<file path="src/rtl/param_bank_pkg.sv">
// param_bank_pkg: shared types and constants for the parameter bank.
//   - channel index constants for the synth settings bank
//   - key direction and repeat FSM state enums
//   - default auto-repeat timing (50 MHz clock)
package param_bank_pkg;

    localparam int unsigned PARAM_AMPLITUDE = 0;
    localparam int unsigned PARAM_ATTACK    = 1;
    localparam int unsigned PARAM_DECAY     = 2;
    localparam int unsigned PARAM_SUSTAIN   = 3;
    localparam int unsigned PARAM_RELEASE   = 4;

    localparam int unsigned DEF_REPEAT_DELAY  = 25000000;
    localparam int unsigned DEF_REPEAT_PERIOD = 2500000;

    typedef enum logic [1:0] {
        DIR_NONE = 2'd0,
        DIR_UP   = 2'd1,
        DIR_DN   = 2'd2
    } dir_e;

    typedef enum logic [1:0] {
        ST_IDLE     = 2'd0,
        ST_DELAY    = 2'd1,
        ST_REPEAT   = 2'd2,
        ST_WAIT_REL = 2'd3
    } rep_state_e;

    function automatic int unsigned max_u(input int unsigned a, input int unsigned b);
        return (a > b) ? a : b;
    endfunction

endpackage

</file>
<file path="src/rtl/param_bank_if.sv">
// param_bank_if: key/load inputs and channel outputs of the parameter bank.
//   sel, inc, dec, load_en, load_val : driven by the key decoder (master)
//   params, step_pulse, at_limit     : driven by param_bank (slave)
interface param_bank_if #(
    parameter int unsigned NUM_PARAMS = 5,
    parameter int unsigned PARAM_W    = 31,
    parameter int unsigned SEL_W      = 3
);
    logic [SEL_W-1:0]                sel;
    logic                            inc;
    logic                            dec;
    logic                            load_en;
    logic [PARAM_W-1:0]              load_val;
    logic [NUM_PARAMS*PARAM_W-1:0]   params;
    logic                            step_pulse;
    logic                            at_limit;

    modport master (
        output sel, inc, dec, load_en, load_val,
        input  params, step_pulse, at_limit
    );

    modport slave (
        input  sel, inc, dec, load_en, load_val,
        output params, step_pulse, at_limit
    );
endinterface

</file>
<file path="src/rtl/param_bank_key_repeat.sv">
// param_bank_key_repeat: turns a held key direction into step strobes
// (one on press, then auto-repeat after a delay at a fixed period).
//   clk, rst_n      : clock, async active-low reset
//   i_dir           : current key direction
//   i_sel_changed   : channel selector differs from the previous cycle
//   o_step_c        : combinational step strobe for the current edge
//   o_dir_c         : direction of that step
module param_bank_key_repeat
    import param_bank_pkg::*;
#(
    parameter int unsigned REPEAT_DELAY  = DEF_REPEAT_DELAY,
    parameter int unsigned REPEAT_PERIOD = DEF_REPEAT_PERIOD
) (
    input  logic clk,
    input  logic rst_n,
    input  dir_e i_dir,
    input  logic i_sel_changed,
    output logic o_step_c,
    output dir_e o_dir_c
);

    localparam int unsigned CNT_RAW = $clog2(max_u(REPEAT_DELAY, REPEAT_PERIOD));
    localparam int unsigned CNT_W   = (CNT_RAW == 0) ? 1 : CNT_RAW;
    localparam logic [CNT_W-1:0] DELAY_LAST  = CNT_W'(REPEAT_DELAY - 1);
    localparam logic [CNT_W-1:0] PERIOD_LAST = CNT_W'(REPEAT_PERIOD - 1);

    rep_state_e       r_state;
    rep_state_e       w_state_nxt;
    logic [CNT_W-1:0] r_cnt;
    logic [CNT_W-1:0] w_cnt_nxt;
    dir_e             r_dir;
    dir_e             w_dir_nxt;

    // The press step must land on the same edge the key is first seen,
    // so the strobe is decoded from the current state and inputs.
    always_comb begin
        w_state_nxt = r_state;
        w_cnt_nxt   = r_cnt;
        w_dir_nxt   = r_dir;
        o_step_c    = 1'b0;
        case (r_state)
            ST_IDLE: begin
                if (i_dir != DIR_NONE) begin
                    o_step_c    = 1'b1;
                    w_state_nxt = ST_DELAY;
                    w_cnt_nxt   = '0;
                    w_dir_nxt   = i_dir;
                end
            end
            ST_DELAY, ST_REPEAT: begin
                if (i_dir == DIR_NONE) begin
                    w_state_nxt = ST_IDLE;
                    w_cnt_nxt   = '0;
                    w_dir_nxt   = DIR_NONE;
                end else if (i_sel_changed) begin
                    // held key must be released before the new channel moves
                    w_state_nxt = ST_WAIT_REL;
                    w_cnt_nxt   = '0;
                    w_dir_nxt   = DIR_NONE;
                end else if (i_dir != r_dir) begin
                    // reversal behaves as a fresh press
                    o_step_c    = 1'b1;
                    w_state_nxt = ST_DELAY;
                    w_cnt_nxt   = '0;
                    w_dir_nxt   = i_dir;
                end else if (r_state == ST_DELAY) begin
                    if (r_cnt == DELAY_LAST) begin
                        o_step_c    = 1'b1;
                        w_state_nxt = ST_REPEAT;
                        w_cnt_nxt   = '0;
                    end else begin
                        w_cnt_nxt = r_cnt + CNT_W'(1);
                    end
                end else begin
                    if (r_cnt == PERIOD_LAST) begin
                        o_step_c  = 1'b1;
                        w_cnt_nxt = '0;
                    end else begin
                        w_cnt_nxt = r_cnt + CNT_W'(1);
                    end
                end
            end
            ST_WAIT_REL: begin
                if (i_dir == DIR_NONE) begin
                    w_state_nxt = ST_IDLE;
                end
            end
            default: begin
                w_state_nxt = ST_IDLE;
                w_cnt_nxt   = '0;
                w_dir_nxt   = DIR_NONE;
            end
        endcase
    end

    assign o_dir_c = i_dir;

    // State, counter and latched direction registers.
    always_ff @(posedge clk or negedge rst_n) begin
        if (!rst_n) begin
            r_state <= ST_IDLE;
            r_cnt   <= '0;
            r_dir   <= DIR_NONE;
        end else begin
            r_state <= w_state_nxt;
            r_cnt   <= w_cnt_nxt;
            r_dir   <= w_dir_nxt;
        end
    end

endmodule

</file>
<file path="src/rtl/param_bank.sv">
// param_bank: bank of NUM_PARAMS user-adjustable settings with saturating
// +/- steps, timed auto-repeat and a direct-load path.  A second instance
// with NUM_PARAMS=1, PARAM_W=3, STEP=1, MAX_VAL=7, DEFAULTS=4 serves as
// the octave register.
//   clk       : system clock
//   reset     : async active-low reset
//   bus.sel/inc/dec/load_en/load_val : channel select, key levels, load
//   bus.params     : all channel values, channel i at [i*PARAM_W +: PARAM_W]
//   bus.step_pulse : one cycle after any channel value actually changed
//   bus.at_limit   : sel channel sits at MIN_VAL or MAX_VAL (one cycle late)
module param_bank
    import param_bank_pkg::*;
#(
    parameter int unsigned NUM_PARAMS    = 5,
    parameter int unsigned PARAM_W       = 31,
    parameter int unsigned SEL_W         = 3,
    parameter int unsigned STEP          = 10,
    parameter logic [PARAM_W-1:0] MIN_VAL = '0,
    parameter logic [PARAM_W-1:0] MAX_VAL = PARAM_W'(1073741824),
    parameter logic [NUM_PARAMS*PARAM_W-1:0] DEFAULTS = {NUM_PARAMS{PARAM_W'(1073741824)}},
    parameter int unsigned REPEAT_DELAY  = DEF_REPEAT_DELAY,
    parameter int unsigned REPEAT_PERIOD = DEF_REPEAT_PERIOD
) (
    input  logic          clk,
    input  logic          reset,
    param_bank_if.slave   bus
);

    localparam int unsigned EXT_W = PARAM_W + 1;
    localparam logic [EXT_W-1:0] MAX_EXT      = {1'b0, MAX_VAL};
    localparam logic [EXT_W-1:0] MIN_PLUS_EXT = {1'b0, MIN_VAL} + EXT_W'(STEP);

    logic [PARAM_W-1:0] r_params [NUM_PARAMS];
    logic [SEL_W-1:0]   r_sel_prev;
    logic               r_step_pulse;
    logic               r_at_limit;

    dir_e               w_dir;
    logic               w_step;
    dir_e               w_step_dir;
    logic               w_sel_valid;
    logic [PARAM_W-1:0] w_old;
    logic [EXT_W-1:0]   w_up_ext;
    logic [PARAM_W-1:0] w_stepped;
    logic [PARAM_W-1:0] w_load_clamped;
    logic [PARAM_W-1:0] w_new;
    logic               w_wr;

    // Both keys held cancels out.
    always_comb begin
        w_dir = DIR_NONE;
        if (bus.inc && !bus.dec) begin
            w_dir = DIR_UP;
        end else if (bus.dec && !bus.inc) begin
            w_dir = DIR_DN;
        end
    end

    param_bank_key_repeat #(
        .REPEAT_DELAY  (REPEAT_DELAY),
        .REPEAT_PERIOD (REPEAT_PERIOD)
    ) u_key_repeat (
        .clk           (clk),
        .rst_n         (reset),
        .i_dir         (w_dir),
        .i_sel_changed (bus.sel != r_sel_prev),
        .o_step_c      (w_step),
        .o_dir_c       (w_step_dir)
    );

    // Selected channel value; out-of-range selectors read as zero.
    always_comb begin
        w_sel_valid = (32'(bus.sel) < NUM_PARAMS);
        w_old       = '0;
        for (int unsigned i = 0; i < NUM_PARAMS; i++) begin
            if (32'(bus.sel) == i) begin
                w_old = r_params[i];
            end
        end
    end

    // Saturating step at PARAM_W+1 bits and clamped load; load wins.
    always_comb begin
        w_up_ext  = {1'b0, w_old} + EXT_W'(STEP);
        w_stepped = w_old;
        if (w_step_dir == DIR_UP) begin
            w_stepped = (w_up_ext > MAX_EXT) ? MAX_VAL : w_up_ext[PARAM_W-1:0];
        end else if (w_step_dir == DIR_DN) begin
            w_stepped = ({1'b0, w_old} < MIN_PLUS_EXT) ? MIN_VAL : (w_old - PARAM_W'(STEP));
        end

        w_load_clamped = bus.load_val;
        if (bus.load_val < MIN_VAL) begin
            w_load_clamped = MIN_VAL;
        end else if (bus.load_val > MAX_VAL) begin
            w_load_clamped = MAX_VAL;
        end

        w_new = bus.load_en ? w_load_clamped : w_stepped;
        w_wr  = w_sel_valid && (bus.load_en || w_step);
    end

    // Channel registers, selector history, pulse and limit flags.
    always_ff @(posedge clk or negedge reset) begin
        if (!reset) begin
            for (int unsigned i = 0; i < NUM_PARAMS; i++) begin
                r_params[i] <= DEFAULTS[i*PARAM_W +: PARAM_W];
            end
            r_sel_prev   <= '0;
            r_step_pulse <= 1'b0;
            r_at_limit   <= 1'b0;
        end else begin
            for (int unsigned i = 0; i < NUM_PARAMS; i++) begin
                if (w_wr && (32'(bus.sel) == i)) begin
                    r_params[i] <= w_new;
                end
            end
            r_sel_prev   <= bus.sel;
            r_step_pulse <= w_wr && (w_new != w_old);
            r_at_limit   <= w_sel_valid && ((w_old == MIN_VAL) || (w_old == MAX_VAL));
        end
    end

    always_comb begin
        bus.params = '0;
        for (int unsigned i = 0; i < NUM_PARAMS; i++) begin
            bus.params[i*PARAM_W +: PARAM_W] = r_params[i];
        end
    end

    assign bus.step_pulse = r_step_pulse;
    assign bus.at_limit   = r_at_limit;

endmodule
</file>
<file path="src/flat_wrapper.sv">
// flat-port wrapper written by rule: the top's interface ports become plain ports
module param_bank_flat import param_bank_pkg::*;
#(
    parameter int unsigned NUM_PARAMS    = 5,
    parameter int unsigned PARAM_W       = 31,
    parameter int unsigned SEL_W         = 3,
    parameter int unsigned STEP          = 10,
    parameter logic [PARAM_W-1:0] MIN_VAL = '0,
    parameter logic [PARAM_W-1:0] MAX_VAL = PARAM_W'(1073741824),
    parameter logic [NUM_PARAMS*PARAM_W-1:0] DEFAULTS = {NUM_PARAMS{PARAM_W'(1073741824)}},
    parameter int unsigned REPEAT_DELAY  = DEF_REPEAT_DELAY,
    parameter int unsigned REPEAT_PERIOD = DEF_REPEAT_PERIOD
)
  (clk, reset, bus_sel, bus_inc, bus_dec, bus_load_en, bus_load_val, bus_params, bus_step_pulse, bus_at_limit);
  param_bank_if #(.NUM_PARAMS(NUM_PARAMS), .PARAM_W(PARAM_W), .SEL_W(SEL_W)) bus_i ();
  input  logic clk;
  input  logic reset;
  input wire logic [$bits(bus_i.sel)-1:0] bus_sel;
  input wire logic [$bits(bus_i.inc)-1:0] bus_inc;
  input wire logic [$bits(bus_i.dec)-1:0] bus_dec;
  input wire logic [$bits(bus_i.load_en)-1:0] bus_load_en;
  input wire logic [$bits(bus_i.load_val)-1:0] bus_load_val;
  output wire logic [$bits(bus_i.params)-1:0] bus_params;
  output wire logic [$bits(bus_i.step_pulse)-1:0] bus_step_pulse;
  output wire logic [$bits(bus_i.at_limit)-1:0] bus_at_limit;
  assign bus_i.sel = bus_sel;
  assign bus_i.inc = bus_inc;
  assign bus_i.dec = bus_dec;
  assign bus_i.load_en = bus_load_en;
  assign bus_i.load_val = bus_load_val;
  assign bus_params = bus_i.params;
  assign bus_step_pulse = bus_i.step_pulse;
  assign bus_at_limit = bus_i.at_limit;
  param_bank #(.NUM_PARAMS(NUM_PARAMS), .PARAM_W(PARAM_W), .SEL_W(SEL_W), .STEP(STEP), .MIN_VAL(MIN_VAL), .MAX_VAL(MAX_VAL), .DEFAULTS(DEFAULTS), .REPEAT_DELAY(REPEAT_DELAY), .REPEAT_PERIOD(REPEAT_PERIOD)) u_core (.clk(clk), .reset(reset), .bus(bus_i));
endmodule
</file>
<file path="config.mk">
export PLATFORM = sky130hd
export DESIGN_NAME = param_bank_flat
export DESIGN_NICKNAME = d
export VERILOG_FILES = /design/src/rtl/param_bank_pkg.sv /design/src/rtl/param_bank_if.sv /design/src/rtl/param_bank_key_repeat.sv /design/src/rtl/param_bank.sv /design/src/flat_wrapper.sv
export SDC_FILE = /design/constraint.sdc
export NUM_CORES = 1
export LEC_CHECK = 0
export ABC_AREA = 0
export BUFFER_PORTS_ARGS = -buffer_cell sky130_fd_sc_hd__buf_2
export CAP_MARGIN = 20
export CORE_MARGIN = 8
export CORE_UTILIZATION = 50
export CTS_CLUSTER_DIAMETER = 80
export DETAILED_ROUTE_END_ITERATION = 10
export HOLD_SLACK_MARGIN = 0.1
export PLACE_DENSITY = 0.75
export SLEW_MARGIN = 10
export SYNTH_ARGS = -nofsm -noshare
export SYNTH_HDL_FRONTEND = slang
export SYNTH_SLANG_ARGS = --single-unit
</file>
<file path="constraint.sdc">
create_clock -name clk -period 4.2 [get_ports clk]
set_clock_uncertainty 0.2 [all_clocks]
set_input_delay 0.42 -clock clk [delete_from_list [all_inputs] [get_ports clk]]
set_output_delay 0.42 -clock clk [all_outputs]
set_load 0.05 [all_outputs]
</file>
After elaboration in Yosys (flattened, before gate mapping)
Cells that the tools add are included.
W data, S select, Z words.
{"block": "op_classes", "n_addsub": 3, "magnitude_cmp": 5, "n_eq_ne": 20, "mux": 43, "reduce_logical": 24}
{"operator": "$mux W31", "n": 12}
{"operator": "$mux W25", "n": 7}
{"operator": "$pmux W25 S2", "n": 1}
{"operator": "$add A31 B4 Y32 const B", "n": 1}
{"operator": "$gt A32 B31 Y1 const B", "n": 1}
{"operator": "$eq A31 B31 Y1 const B", "n": 1}
{"operator": "$gt A31 B31 Y1 const B", "n": 1}
{"operator": "$logic_not A31 Y1", "n": 1}
{"operator": "$lt A31 B1 Y1 const B", "n": 1}
{"operator": "$lt A31 B4 Y1 const B", "n": 1}
{"operator": "$ne A31 B31 Y1", "n": 1}
{"operator": "$sub A31 B4 Y31 const B", "n": 1}
{"operator": "$mux W2", "n": 13}
{"operator": "$add A25 B1 Y25 const B", "n": 1}
{"operator": "$eq A25 B22 Y1 const B", "n": 1}
{"operator": "$eq A25 B25 Y1 const B", "n": 1}
{"operator": "$logic_and A1 B1 Y1", "n": 10}
{"operator": "$ne A5 B5 Y1 const B", "n": 2}
{"operator": "$mux W1", "n": 7}
{"operator": "$eq A2 B2 Y1 const B", "n": 3}
{"operator": "$eq A3 B2 Y1 const B", "n": 2}
{"operator": "$pmux W2 S3", "n": 1}
{"operator": "$eq A2 B1 Y1 const B", "n": 2}
{"operator": "$logic_not A2 Y1", "n": 2}
{"operator": "17 further kinds", "n": 21}
{"block": "totals", "ff_bits": 189, "in_bits": 39, "out_inout_bits": 157, "word_cells": 106}

Depth between registers and ports, before layout
Gate-level depths: netlist of run 1.
{"block": "logic_depth", "word_depth": 13, "ltp_mapped": 20, "depth_no_buf": 15}

Modules after synthesis
A second synthesis of run 1 with hierarchy kept.
{"block": "hier_totals", "hier_cells": 1377, "hier_area_um2": 11959.0}
{"module": "param_bank", "instances": 1, "cells_each": 1189, "area_each_um2": 10128.5, "seq_area_each_um2": 4010.1}
{"module": "param_bank_key_repeat", "instances": 1, "cells_each": 188, "area_each_um2": 1830.5, "seq_area_each_um2": 725.7}

Worst setup path before layout of run 1
OpenSTA, ideal clock, no wires.
{"block": "synth_timing", "kind": "input -> register", "from": "in bus_sel[0]", "to": "reg u_core.r_step_pulse (netlist: u_core.bus.step_pulse)", "setup_ps": 135, "arrival_ps": 4408, "required_ps": 3865, "path_slack_ps": -543, "path_stages": 18, "n_path_buf": 4, "cell_sequence": "buf_4 -> buf_4 -> mux2_2 -> a22oi_1 -> and2_1 -> clkbuf_1 -> inv_1 -> ha_1 -> nor3_1 -> nor3_1 -> clkbuf_1 -> a2111o_1 -> a2111oi_2 -> nand4_1 -> nor4_1 -> o211ai_1 -> a2111oi_1 -> a31oi_1"}
{"block": "synth_between", "elab_chain_len": 13, "word_cells_on_any_way": 28, "classes_between": "add/sub: 2; order compare: 3; eq/ne: 6; mux: 13; reduce/logical: 4"}
{"element": "start, declared", "line": "flat_wrapper.sv:18", "text": "input wire logic [$bits(bus_i.sel)-1:0] bus_sel;"}
{"element": "$logic_not A3 Y1", "line": "param_bank.sv:76", "text": "if (32'(bus.sel) == i) begin"}
{"element": "$mux W31 (5 in series)", "line": "param_bank.sv:76"}
{"element": "$add A31 B4 Y32 (tied with other cells)", "line": "param_bank.sv:84", "text": "w_up_ext = {1'b0, w_old} + EXT_W'(STEP);"}
{"element": "$gt A32 B31 Y1 or $mux W31 (tied branches)", "line": "param_bank.sv:87, param_bank.sv:89"}
{"element": "$mux W31, on equally long branches", "line": "param_bank.sv:87, param_bank.sv:88"}
{"element": "$mux W31", "line": "param_bank.sv:86", "text": "if (w_step_dir == DIR_UP) begin"}
{"element": "$mux W31", "line": "param_bank.sv:99", "text": "w_new = bus.load_en ? w_load_clamped : w_stepped;"}
{"element": "$ne A31 B31 Y1", "line": "param_bank.sv:119", "text": "r_step_pulse <= w_wr && (w_new != w_old);"}
{"element": "$logic_and A1 B1 Y1 *", "line": "param_bank.sv:119"}
{"element": "end signal, assigned", "line": "param_bank.sv:119"}
{"element": "end, declared", "line": "param_bank.sv:35", "text": "logic r_step_pulse;"}
Every way passes the cells marked *; elsewhere a longest branch is shown, timed or not.
A chain may end at the register's enable or synchronous reset.

Worst setup path in the final report of run 1
{"block": "layout_timing", "from": "reg u_core.r_params, in the netlist u_core.bus.params[94]", "to": "reg u_core.r_params, in the netlist u_core.bus.params[36]"}
{"block": "layout_between", "elab_chain_len": 7, "word_cells_on_any_way": 11, "classes_between": "add/sub: 2; order compare: 2; mux: 7"}
{"element": "start, declared", "line": "param_bank.sv:33", "text": "logic [PARAM_W-1:0] r_params [NUM_PARAMS];"}
{"element": "start signal, assigned by index", "line": "param_bank.sv:107", "text": "r_params[i] <= DEFAULTS[i*PARAM_W +: PARAM_W];"}
{"element": "start signal, assigned by index", "line": "param_bank.sv:115", "text": "r_params[i] <= w_new;"}
{"element": "$mux W31 * (2 in series)", "line": "param_bank.sv:76"}
{"element": "$add A31 B4 Y32 (tied with other cells)", "line": "param_bank.sv:84"}
{"element": "$gt A32 B31 Y1 or $mux W31 (tied branches)", "line": "param_bank.sv:87, param_bank.sv:89"}
{"element": "$mux W31, on equally long branches", "line": "param_bank.sv:87, param_bank.sv:88"}
{"element": "$mux W31 *", "line": "param_bank.sv:86"}
{"element": "$mux W31 *", "line": "param_bank.sv:99"}
Marks and branches as above.

==> run summary, run 1 <==
Routed via count -> 14.2k
WL/cell -> 25.1 µm
Flops & latches, synth -> 189
WS Path Type -> reg2reg
Ys async rst share -> 1.00
R2R Setup Slk -> -0.02 ns
Area delta synth->final -> 34.7%
First-pass GRT wire length -> 83.3 mm
Synthesis Warnings -> 0
Hold WC Path Type -> in2reg
Final Max Tran Viols -> 0
Clock root cell -> clkbuf_16
FP Rows -> 57
Top Usage Layer GRT -> met2
# IOs -> 196
Clk_lat worst skew -> 0.45 ns
Core Box Area -> 0.0241 mm²
Slew @ Worst Pin -> 0.879 ns
Top cells by area, synth -> dfrtp_1 38%, nand2_1 7.4%, o21ai_0 4.9%, mux2i_1 4.2%, o21ai_1 3.9%
Final Total Pwr -> 9.43 mW
Worst EP required -> 4.38 ns
Multi-input logic area -> 0.00724 mm²
Worst Hold Path EP -> u_core.r_sel_prev[0]$_DFF_PN0_
Synth top area share -> 0.378
Number of global-route vias before repair -> 13.7k
M2 GR Usage -> 0.561
Sw frac -> 0.513
Drt initial violations -> 2094
Share of cells above drive strength 1 -> 0.337
Chip Height -> 172 µm
Most used DFF post-synth -> dfrtp_1
Startpoint types -> flip-flop
Hold Path Cell Cnt -> 2
Synth area leader -> dfrtp_1
Routability cong. -> 1.09
CP Max Fanout -> 7
# DRC -> 0
H-tree Lvls -> 4
Register area -> 0.00474 mm²
Net Switching -> 4.83 mW
Crit. End Element -> flip-flop
Post-DP HPWL -> 42.2 mm
Number of CTS-inserted buffers -> 17
Top cells by count, synth -> 241 x nand2_1, 184 x dfrtp_1, 120 x o21ai_0
FF-to-FF End -> u_core.bus.params[36]$_DFFE_PN0P_
Drt pass-1 iters -> 8
Worst r2r path cells -> 16
Detail Route Antenna Nets -> 0
Post-Syn Instances -> 1436
Worst setup margin -> -0.0195 ns
PortBufs -> 195
Clock slew at reported path FFs -> 0.09 ns
Post-layout minimum cycle time -> 4.22 ns
RR Startpoint -> u_core.bus.params[94]$_DFFE_PN0P_
Mean post-synth cell area -> 8.49 µm²
Total GRT Usage -> 0.372
Pint -> 4.59 mW
DIE AREA -> 0.0296 mm²
Worst Path Arrival -> 4.40 ns
Initial antenna violation count -> 0
Largest net degree at the start of global routing -> 91
Max VDD drop -> 0.469 mV
Rel. slew slack -> 0.413
Number of flops mapped to enable cells by yosys -> 0
Final hold vios -> 0
Power share of the clock group -> 0.197
Fillers -> 1937
Leak -> 7.60 nW
Max frequency -> 237 MHz
Most common cell in the synthesized netlist -> nand2_1
Sequential share of power -> 0.290
Vias per cell -> 6.49
Final WL -> 55.0 mm
Mapped Area -> 0.0122 mm²
Hold slack final -> 0.213 ns
TNS Setup -> -0.0524 ns
CTS tree -> yes
Die W -> 172 µm
Maxcap violations -> 0
Met1 Track Usage GR -> 0.509
CTS sink cnt -> 189
Grt met3 use -> 0.0900
Sequential fraction of the synthesis area -> 0.388
Diode count -> 0
GRT Residual Overflow -> 0
Pwr/cell area -> 574 mW/mm²
Status -> finished with violations
Worst hold start -> bus_sel[0]
Final setup viols -> 5
Syn_nets -> 1485
Final nets -> 1906
Tcrit/Tclk final -> 1.00
Max clock buf depth -> 2
Failing checks -> setup timing
Count of cell types in the netlist -> 91
RSZ-0062 raised after global routing -> true
Combinational power share -> 0.513
Starting Density -> 0.506
## kinds of logic after synthesis
| kind of cell | synth area share |
|---|---|
| compound gates | 0.251 |
| fa+ha+maj | 0.0103 |
| flops | 0.388 |
| xor+xnor | 0.0330 |
| buf+inv | 0.0410 |
| simple gates | 0.218 |
| mux | 0.0585 |
## through the flow
stage	setup slack, ns	instance area (µm²)	util	instances
after floorplan	0.00181	12300	-	1436
after global placement	-0.490	15500	0.641	2156
after detailed placement	-0.532	15500	0.641	2156
after CTS	0.00288	16200	0.672	2191
after global routing	-0.191	16400	0.682	2194
final	-0.0195	16400	0.682	2194
## layout make-up
cell class	count	area share
timing repair buffer	489	0.202
tap	324	0.0247
clock buffer	17	0.0259
multi-input combinational	1140	0.441
sequential	189	0.288
inverter	20	0.00472
clock inverter	15	0.0140
## registers in the layout (all words and copies together), names as in the netlist
register / flops
u_core.u_key_repeat.r_dir: 2
u_core.u_key_repeat.r_state: 2
u_core.r_sel_prev: 3
u_core.bus.params: 155
u_core.bus.step_pulse: 1
u_core.u_key_repeat.r_cnt: 25
u_core.bus.at_limit: 1
## how the worst max path moves through the flow
| stage | startpoint | end | slack, ns | cells past startpoint |
|---|---|---|---|---|
| 2_1_floorplan | bus_sel[0] | u_core.bus.params[100]$_DFFE_PN0P_ | 0.002 | 19 |
| 3_3_place_gp | bus_sel[1] | u_core.bus.step_pulse$_DFF_PN0_ | -0.49 | 17 |
| 3_5_place_dp | bus_sel[0] | u_core.bus.params[105]$_DFFE_PN0P_ | -0.53 | 18 |
| 4_1_cts | u_core.bus.params[63]$_DFFE_PN0P_ | u_core.bus.params[62]$_DFFE_PN0P_ | 0.003 | 17 |
| 5_1_grt | u_core.bus.params[63]$_DFFE_PN0P_ | u_core.bus.params[71]$_DFFE_PN0P_ | -0.19 | 16 |
| 6_report | u_core.bus.params[94]$_DFFE_PN0P_ | u_core.bus.params[36]$_DFFE_PN0P_ | -0.02 | 16 |
## worst max-delay path: stages (launching register included)
cell	delay (ns)
dfrtp_1	0.40
mux2_4	0.27
a22oi_2	0.17
and2_4	0.19
inv_4	0.03
ha_4	0.15
nor3_4	0.23
nor3_4	0.07
buf_6	0.13
a2111o_1	0.43
a2111oi_4	0.40
nand4_1	0.22
or4_4	0.61
nand2_8	0.16
a22oi_1	0.12
buf_4	0.19
o21ai_0	0.15
## metal layers
metal / part of all wire / wire length [µm]
met5: 0 / 0
met4: 0.042 / 2290
met3: 0.13 / 6970
met2: 0.44 / 24000
met1: 0.40 / 21800
## power groups by stage
stage	Sequential, mW	Clock [mW]	Combinational, mW
global route	2.77	1.92	5.08
detailed placement	2.74	0	4.65
finish	2.73	1.86	4.83
CTS	2.70	1.86	4.70
floorplan	4.10	0	1.50
global placement	2.73	0	4.60
## cells in the final DEF, fill, tap and decap left out, drive strengths merged, types with 7 or more instances in the layout
cell type  instances
o22ai             34
a31oi             11
o211ai             7
and2              12
a21oi             66
nand3b            12
and3              30
xnor2             40
or2                7
ha                10
a211oi             8
inv               31
nor3              35
nor4              25
nand2            243
nand2b            22
mux2i             51
a21boi             7
buf              486
nor2              65
nand3             28
nor2b             12
or3               11
o31ai             12
mux2              18
clkbuf            19
o21ai            216
dfrtp            184
nand4             23
a22oi             31
## what timing repair did
item | in CTS | in global routing
endpoints found under the setup margin | 99 | 146
hold endpoints to repair | 61 | 0
buffers inserted | 2 | 5
resized for setup | 11 | 62
hold buffers | 1 | 0
pin swaps | 2 | 28
gates cloned | 0 | 2
Note: power is estimated with default switching activity, not from simulation.
==> run 2, diff against run 1 <==
CELL_PAD_IN_SITES_DETAIL_PLACEMENT = 1   (was unset)
CELL_PAD_IN_SITES_GLOBAL_PLACEMENT = 2   (was unset)
CORE_UTILIZATION = 31   (was 50)
PLACE_DENSITY = unset   (was 0.75)
PLACE_DENSITY_LB_ADDON = 0.1   (was unset)
==> run 2 against run 1 <==
Against the previous run: the flow now finishes without violations; die area up 55%; total power up 2.3%; cell area grew 4.0%; critical path depth is 1 higher; clock power shrank 5%; sequential cell count unchanged; highest routed layer unchanged.
==> run summary, run 2 (synthesized netlist as in run 1, its figures left out) <==
GRT Residual Overflow -> 0 (unchanged)
RSZ-0062 raised after global routing -> true (unchanged)
Hold WC Path Type -> in2reg (unchanged)
Status -> complete, no violations (was finished with violations)
Clk_lat worst skew -> 0.47 ns (was 0.45 ns)
Sw frac -> 0.497 (was 0.513)
Core Box Area -> 0.0387 mm² (was 0.0241 mm²)
Post-layout minimum cycle time -> 4.12 ns (was 4.22 ns)
PortBufs -> 195 (unchanged)
Final setup viols -> 0 (was 5)
# DRC -> 0 (unchanged)
FP Rows -> 72 (was 57)
Worst r2r path cells -> 17 (was 16)
Most common cell after layout, fill and taps aside -> buf_4 (unchanged)
Worst Path Arrival -> 4.29 ns (was 4.40 ns)
Starting Density -> 0.315 (was 0.506)
Hold Path Cell Cnt -> 2 (unchanged)
# IOs -> 196 (unchanged)
Drt pass-1 iters -> 7 (was 8)
Largest net degree at the start of global routing -> 99 (was 91)
Maxcap violations -> 0 (unchanged)
Area delta synth->final -> 40.1% (was 34.7%)
Placed Instance Area -> 0.0161 mm² (was 0.0155 mm²)
Max reg flops -> 155 (unchanged)
Routability cong. -> 1.00 (was 1.09)
Tcrit/Tclk final -> 0.981 (was 1.00)
DP Cell Count -> 2392 (was 2156)
Highest-count cells in the layout ignoring fill and taps -> 321 x buf_4, 238 x nand2_1, 193 x buf_2 (was 282 x buf_4, 238 x nand2_1, 193 x buf_2)
Rel. slew slack -> 0.392 (was 0.413)
Max stage delay on crit path -> 0.58 ns (was 0.61 ns)
Total GRT Usage -> 0.278 (was 0.372)
Max frequency -> 243 MHz (was 237 MHz)
Non-Filler Instances -> 2435 (was 2194)
Combinational power share -> 0.536 (was 0.513)
WL/cell -> 26.9 µm (was 25.1 µm)
WS Path Type -> in2reg (was reg2reg)
Power share of the clock group -> 0.184 (was 0.197)
Crit. End Element -> flip-flop (unchanged)
Max VDD drop -> 0.404 mV (was 0.469 mV)
Routed via count -> 13.9k (was 14.2k)
Number of global-route vias before repair -> 14.4k (was 13.7k)
Detail Route Antenna Nets -> 0 (unchanged)
Share of cells above drive strength 1 -> 0.355 (was 0.337)
CTS sink cnt -> 189 (unchanged)
Max clock buf depth -> 2 (unchanged)
Final nets -> 1951 (was 1906)
Cell mode on critical path -> buf_4 (was nor3_4)
Net Switching -> 4.80 mW (was 4.83 mW)
Pint -> 4.85 mW (was 4.59 mW)
Slew @ Worst Pin -> 0.912 ns (was 0.879 ns)
Pwr/cell area -> 564 mW/mm² (was 574 mW/mm²)
Final Max Tran Viols -> 0 (unchanged)
Leak -> 7.81 nW (was 7.60 nW)
Chip Height -> 214 µm (was 172 µm)
Initial antenna violation count -> 0 (unchanged)
Critical path cell sequence -> buf_2 -> buf_12 -> or2_1 -> buf_4 -> o221ai_2 -> o22ai_2 -> nor3_2 -> buf_4 -> nand2_1 -> a2111o_1 -> a2111oi_4 -> nand4_1 -> or4_4 -> buf_4 -> nand4_1 -> a2111oi_4 -> a31oi_1 (was mux2_4 -> a22oi_2 -> and2_4 -> inv_4 -> ha_4 -> nor3_4 -> nor3_4 -> buf_6 -> a2111o_1 -> a2111oi_4 -> nand4_1 -> or4_4 -> nand2_8 -> a22oi_1 -> buf_4 -> o21ai_0)
Die W -> 214 µm (was 172 µm)
Vias per cell -> 5.70 (was 6.49)
Startpoint types -> primary input (was flip-flop)
Slowest stage cell, crit path -> or4_4 (unchanged)
Post-DP HPWL -> 52.4 mm (was 42.2 mm)
Sequential share of power -> 0.280 (was 0.290)
Worst EP required -> 4.37 ns (was 4.38 ns)
CP Max Fanout -> 10 (was 7)
First-pass GRT wire length -> 96.9 mm (was 83.3 mm)
Drt initial violations -> 1170 (was 2094)
Final hold vios -> 0 (unchanged)
Number of CTS-inserted buffers -> 17 (unchanged)
H-tree Lvls -> 4 (unchanged)
DIE AREA -> 0.0459 mm² (was 0.0296 mm²)
Clock slew at reported path FFs -> 0.07 ns (was 0.09 ns)
Clock root cell -> clkbuf_16 (unchanged)
Final WL -> 65.6 mm (was 55.0 mm)
CTS tree -> yes (unchanged)
Final instance area -> 0.0171 mm² (was 0.0164 mm²)
run 2: worst paths after layout:
check                                                  start                                         to  slack, ns
min in group asynchronous                              reset  u_core.u_key_repeat.r_cnt[11]$_DFFE_PN0P_       0.35
min                                               bus_sel[2]             u_core.r_sel_prev[2]$_DFF_PN0_       0.14
max                                               bus_sel[2]            u_core.bus.step_pulse$_DFF_PN0_       0.08
min reg2reg                u_core.bus.params[30]$_DFFE_PN1P_          u_core.bus.params[30]$_DFFE_PN1P_       0.30
max reg2reg                u_core.bus.params[63]$_DFFE_PN0P_          u_core.bus.params[25]$_DFFE_PN0P_       0.09
max in group asynchronous                              reset             u_core.r_sel_prev[2]$_DFF_PN0_       2.41
run 2: power groups by stage:
stage / clock, mW / sequential [mW] / combinational [mW]
4_1_cts: 1.82 / 2.70 / 5.07
5_1_grt: 1.88 / 2.75 / 5.45
6_report: 1.77 / 2.70 / 5.17
3_3_place_gp: 0 / 2.72 / 4.97
3_5_place_dp: 0 / 2.73 / 5.02
2_1_floorplan: 0 / 4.10 / 1.50
run 2: cell type report:
class	instances	area, µm²
Fill cell	4656	21700
Multi-Input combinational cell	1139	7290
Sequential cell	189	4740
Timing Repair Buffer	535	3720
Tap cell	518	648
Clock buffer	22	454
Clock inverter	10	159
Inverter	20	77.6
Antenna cell	2	5.00
run 2: through the flow:
step | worst slack, ns | hold WS (ns) | util | power (mW) | setup TNS [ns]
after floorplan | 0.00181 | -0.0756 | - | 5.59 | 0
after global placement | -0.784 | 0.279 | 0.415 | 7.69 | -84.09
after detailed placement | -0.788 | 0.289 | 0.415 | 7.75 | -85.68
after CTS | -0.0411 | 0.110 | 0.434 | 9.60 | -0.125
after global routing | -0.0639 | 0.125 | 0.441 | 10.1 | -0.131
final | 0.0803 | 0.142 | 0.441 | 9.64 | 0
run 2: what timing repair did:
item | in CTS | in global routing
hold buffers | 2 | 0
cloned | 0 | 0
hold endpoints to repair | 92 | 0
pin swaps | 3 | 12
endpoints found under the setup margin | 143 | 141
gates resized for setup | 19 | 67
setup buffers | 1 | 6
run 2: per-layer routing:
metal	global-route usage	routed length, µm	up-vias
li1	-	-	6234
met1	0.391	30500	7093
met2	0.428	29200	459
met3	0.0533	4080	90
met4	0.0857	1830	0
met5	0	0	-
run 2: critical path, delay by kind of cell:
kind            cells  cell delay [ns]
compound gates      6             1.50
buf+inv             5             0.84
simple gates        6             1.51
